### src/rtl/fc_input_packer_pkg.sv
// Shared constants and FSM encoding for the fully_connected input packer.
// WORD_WIDTH/INPUT_SIZE defaults here must match the fully_connected block.
package fc_input_packer_pkg;
    localparam int FC_WORD_WIDTH = 16;
    localparam int FC_INPUT_SIZE = 512;

    typedef enum logic {
        ST_FILL = 1'b0,
        ST_HOLD = 1'b1
    } pack_state_t;
endpackage

### src/rtl/fc_input_packer.sv
// Packs a serial stream of WORD_WIDTH samples into one INPUT_SIZE vector for
// fully_connected; first sample lands in the MSB slice.
module fc_input_packer
    import fc_input_packer_pkg::*;
#(
    parameter int INPUT_SIZE = FC_INPUT_SIZE,
    parameter int WORD_WIDTH = FC_WORD_WIDTH,
    parameter int MIN_GAP    = 4
) (
    input  logic                  clk,
    input  logic                  rst,
    input  logic [WORD_WIDTH-1:0] in_data,
    input  logic                  in_valid,
    input  logic                  in_last,
    output logic                  in_ready,
    output logic [INPUT_SIZE-1:0] data_in,
    output logic                  data_valid,
    output logic                  err_short,
    output logic                  err_nolast
);
    localparam int NUM_WORDS = INPUT_SIZE / WORD_WIDTH;
    localparam int CW        = (NUM_WORDS > 1) ? $clog2(NUM_WORDS) : 1;
    localparam int GW        = (MIN_GAP > 0) ? $clog2(MIN_GAP + 1) : 1;
    localparam logic [CW-1:0] CNT_LAST = CW'(NUM_WORDS - 1);
    localparam logic [GW-1:0] GAP_LAST = GW'((MIN_GAP > 0) ? MIN_GAP - 1 : 0);

    pack_state_t           r_state, w_next;
    logic [CW-1:0]         r_cnt;
    logic [GW-1:0]         r_gap;
    logic [INPUT_SIZE-1:0] r_buf, w_frame;
    logic                  w_xfer, w_end;

    always_ff @(posedge clk or posedge rst) begin
        if (rst) r_state <= ST_FILL;
        else     r_state <= w_next;
    end

    always_comb begin
        w_next   = r_state;
        in_ready = (r_state == ST_FILL);
        w_xfer   = in_valid & in_ready;
        w_end    = w_xfer & (in_last | (r_cnt == CNT_LAST));
        case (r_state)
            ST_FILL: if (w_end && MIN_GAP > 0) w_next = ST_HOLD;
            ST_HOLD: if (r_gap == GAP_LAST)    w_next = ST_FILL;
            default: w_next = ST_FILL;
        endcase
    end

    // Gap counter models the downstream compute time between frames.
    always_ff @(posedge clk or posedge rst) begin
        if (rst)                    r_gap <= '0;
        else if (r_state == ST_HOLD) r_gap <= (r_gap == GAP_LAST) ? '0 : r_gap + 1'b1;
        else                        r_gap <= '0;
    end

    // Assembly buffer with the current sample merged in; emitted directly on
    // frame end so the final word needs no extra cycle.
    always_comb begin
        w_frame = r_buf;
        for (int k = 0; k < NUM_WORDS; k++) begin
            if (r_cnt == CW'(k))
                w_frame[INPUT_SIZE-1-k*WORD_WIDTH -: WORD_WIDTH] = in_data;
        end
    end

    always_ff @(posedge clk or posedge rst) begin
        if (rst) begin
            r_cnt      <= '0;
            r_buf      <= '0;
            data_in    <= '0;
            data_valid <= 1'b0;
            err_short  <= 1'b0;
            err_nolast <= 1'b0;
        end else begin
            data_valid <= w_end;
            err_short  <= w_end & in_last & (r_cnt != CNT_LAST);
            err_nolast <= w_end & ~in_last;
            if (w_end) begin
                data_in <= w_frame;
                r_buf   <= '0;
                r_cnt   <= '0;
            end else if (w_xfer) begin
                r_buf <= w_frame;
                r_cnt <= r_cnt + 1'b1;
            end
        end
    end
endmodule

### config.mk
export PLATFORM = sky130hd
export DESIGN_NAME = fc_input_packer
export DESIGN_NICKNAME = d
export VERILOG_FILES = /design/src/rtl/fc_input_packer_pkg.sv /design/src/rtl/fc_input_packer.sv
export SDC_FILE = /design/constraint.sdc
export NUM_CORES = 2
export LEC_CHECK = 0
export BUFFER_PORTS_ARGS = -buffer_cell sky130_fd_sc_hd__buf_2
export CAP_MARGIN = 20
export CORE_MARGIN = 3
export CORE_UTILIZATION = 53
export CTS_CLUSTER_SIZE = 28
export DETAILED_ROUTE_END_ITERATION = 6
export PLACE_DENSITY_LB_ADDON = 0.25
export SYNTH_ARGS = -nofsm -noshare
export SYNTH_HDL_FRONTEND = slang
export SYNTH_SLANG_ARGS = --single-unit
### constraint.sdc
create_clock -name clk -period 33.2 [get_ports clk]
set_input_delay 3.32 -clock clk [delete_from_list [all_inputs] [get_ports clk]]
set_output_delay 3.32 -clock clk [all_outputs]
set_load 0.02 [all_outputs]
==> summary.txt <==
Yosys
  • Leading post-synthesis cells by cell area: dfrtp_1 59%, mux2i_1 12%, o21ai_0 11%
  • Mapped Cells: 3,662
  • Top cells by count, synth: 1,036 x dfrtp_1, 975 x o21ai_0, 512 x mux2i_1, 496 x a22o_1, 289 x clkbuf_1
  • Library cells used by synthesis: 38
  • Top FF cell, synth: dfrtp_1
  • Most common cell in the netlist: dfrtp_1
  • Yosys reg bits: 1,036
  • Yosys top cell by area: dfrtp_1
  • Yosys top cell area share: 59.0%
  • Post-synth ARST share: 100%
  • EDFF count, synth: 0
  • Synthesized area per cell: 12.0 um^2
  • Mapped Nets: 3,689
  • Ys Warns: 0
  • Seq/Total Area, Yosys: 59.0%
  • Mapped cell area: 0.0439 mm^2

Clock network
  • Clk root buf: clkbuf_16
  • Post-CTS setup buffers: 0
  • CTS resizes: 0
  • Worst-Skew Late Latency: around 0.67 ns
  • H-Tree Depth: 3
  • # hold bufs at CTS: 0
  • Clock Path Buffers: 3
  • Num CTS Buffers: 105
  • TritonCTS clock tree: done
  • Clock-pin slew on the worst setup and hold paths: 0.06 ns
  • Num Clock Sinks: 1,036

Place
  • Placed Cells: 4,875
  • Placed standard-cell area: 0.0466 mm^2
  • HPWL Detailed: 71,800 um
  • GPL Wtd Cong: 0.765
  • Port-buffer cells: between 500 and 600

Final layout
  • Cell Count, Final, Fillers Out: 5,084
  • Layout area overhead: 14.7%
  • Final net count: 3,969
  • Share of cells above drive strength 1: between 20% and 30%
  • Fin area: around 0.050 mm^2
  • Final core utilization: around 62%

Worst setup path
  • Critical Path Source Type: input port
  • Critical Path RT: 33.86 ns
  • CP arrival: 8.57 ns
  • Critical path type: in2async
  • Delay-heaviest family, CP: buffers and inverters
  • Crit path max-delay cell type: buf_4
  • Bufs and invs on worst path: 7
  • Max stage delay on crit path: 0.89 ns
  • Biggest fanout along the worst timing path: 191
  • Cell Chain, Critical Path: buf_2 -> inv_8 -> buf_12 -> buf_4 -> buf_4 -> buf_4 -> buf_4
  • Crit end category: async pin
  • Crit path top cell by count: buf_4

Timing
  • Hold slack: 0.439 ns
  • Slew Limit Fails: 0
  • Max-slew headroom: between 20% and 30%
  • RSZ-0062 raised after global routing: no
  • F_max: 126 MHz
  • Number of failing hold endpoints at the final stage: 0
  • Final worst path period share: 23.8%
  • Setup violations, final: 0
  • Final TNS setup: 0 ns
  • Worst slew pin tran: between 1 and 1.5 ns
  • Clock Skew: 0.0277 ns
  • Tmin final: 7.91 ns

GRT
  • Gr usage total: 29.6%
  • Vias in the first global route: 31,800
  • GRT overflow: 0
  • Initial antenna violation count: 1
  • Global-route wire length before repair: 199,000 um
  • Largest net degree at the start of global routing: around 200

Drt
  • DRT Pass-1 Iters: 6
  • Vias/cell: 6.35
  • Routed Antenna Nets: 0
  • Initial drt markers: 3,175
  • Wire per inst: 25.7 um
  • Final WL: around 130,000 um
  • DRC Markers: 0
  • Via count: 32,300

Worst hold path
  • Hold Path Class: reg2reg

Die
  • Die area: 0.0864 mm^2
  • Starting Density: a little over half
  • Die span in x: 294 um
  • Die Ht: 294 um
  • Num ports: 536
  • Site Rows: 104
  • Core area: 0.0813 mm^2

Pwr
  • Power per Cell Area: 67.2 mW/mm^2
  • Static Leak: approximately 0.025 uW
  • Worst IR Drop VDD: 0.0481 mV

Flow run
  • Maximum capacitance violations: 0

Status
  • Status: completed
[sequential cells by signal, summed over array words and instances (netlist names)]
register,flops
data_in,512
r_buf,512
r_cnt,5
r_gap,3
data_valid,1
err_nolast,1
err_short,1
r_state,1
[routing by layer]
metal / track usage, % / wire [um] / up-vias / share of wire (%)
met4: 10.0 / 4330 / 2 / 3.3
met3: 6.34 / 10900 / 223 / 8.4
met1: 42.9 / 55800 / 16700 / 43
met5: 0 / 20 / - / 0.015
li1: - / - / 14000 / -
met2: 44.7 / 59700 / 1370 / 46
[area by class of cell]
cell class	count	area (um^2)
multi-input cells	2172	16100
clock buffers	144	3020
fillers	6347	30900
repair buffers	619	3480
flip-flops and latches	1036	25900
clock inverters	44	546
diodes	1	2.50
well taps	1060	1330
inverters	8	37.5
[worst paths after layout]
check	slack (ns)	startpoint	depth (start not counted)	end
setup / recovery	25.29	rst	7	r_buf[199]
hold reg to reg	0.44	r_gap[0]	1	r_gap[0]
hold / removal	0.44	r_gap[0]	1	r_gap[0]
min in group asynchronous	2.76	rst	2	data_in[455]
max in group clk	26.95	in_last	6	r_buf[276]
setup reg to reg	28.03	r_cnt[0]	9	r_buf[276]
[power by group]
part	switching [uW]	internal, uW
Sequential	93.9	1390
Combinational	488	199
Clock	510	707
Total	1090	2290
[per-stage QoR]
stage	power, uW	worst slack (ns)
after floorplan	1920	0.723
after global placement	2160	24.44
after detailed placement	2170	24.39
after CTS	3390	25.09
after global routing	3510	24.46
final	3380	25.29
[placed cells by master (no fill, tap or decap), types with 3 or more instances in the layout]
master / count
dfrtp_1: 1033
o21ai_0: 975
buf_2: 519
mux2i_1: 512
a22o_1: 496
clkbuf_16: 106
buf_4: 92
o21ai_1: 55
clkinv_2: 27
clkbuf_8: 22
and2_1: 16
clkbuf_1: 16
o21ai_4: 15
nor2b_1: 15
a21o_1: 14
nand4b_1: 11
nor2_4: 9
bufinv_16: 9
nor4bb_4: 8
inv_1: 7
ha_1: 7
nor2_8: 6
and3_1: 4
nor4b_2: 4
nor2_1: 4
and4bb_2: 4
buf_12: 4
buf_16: 4
nand4_1: 3
dfrtp_2: 3
[cell families after synthesis]
logic type | count (synthesis) | share of synthesized area [%]
AO/OA/AOI/OAI | 1558 | 22.4
adder cells (fa/ha/maj) | 7 | 0.199
flip-flops | 1036 | 59.0
AND/OR/NAND/NOR | 94 | 1.80
buffers and inverters | 454 | 4.86
multiplexers | 512 | 11.7
XOR/XNOR | 1 | 0.0199
Note: power is estimated with default switching activity, not from simulation.
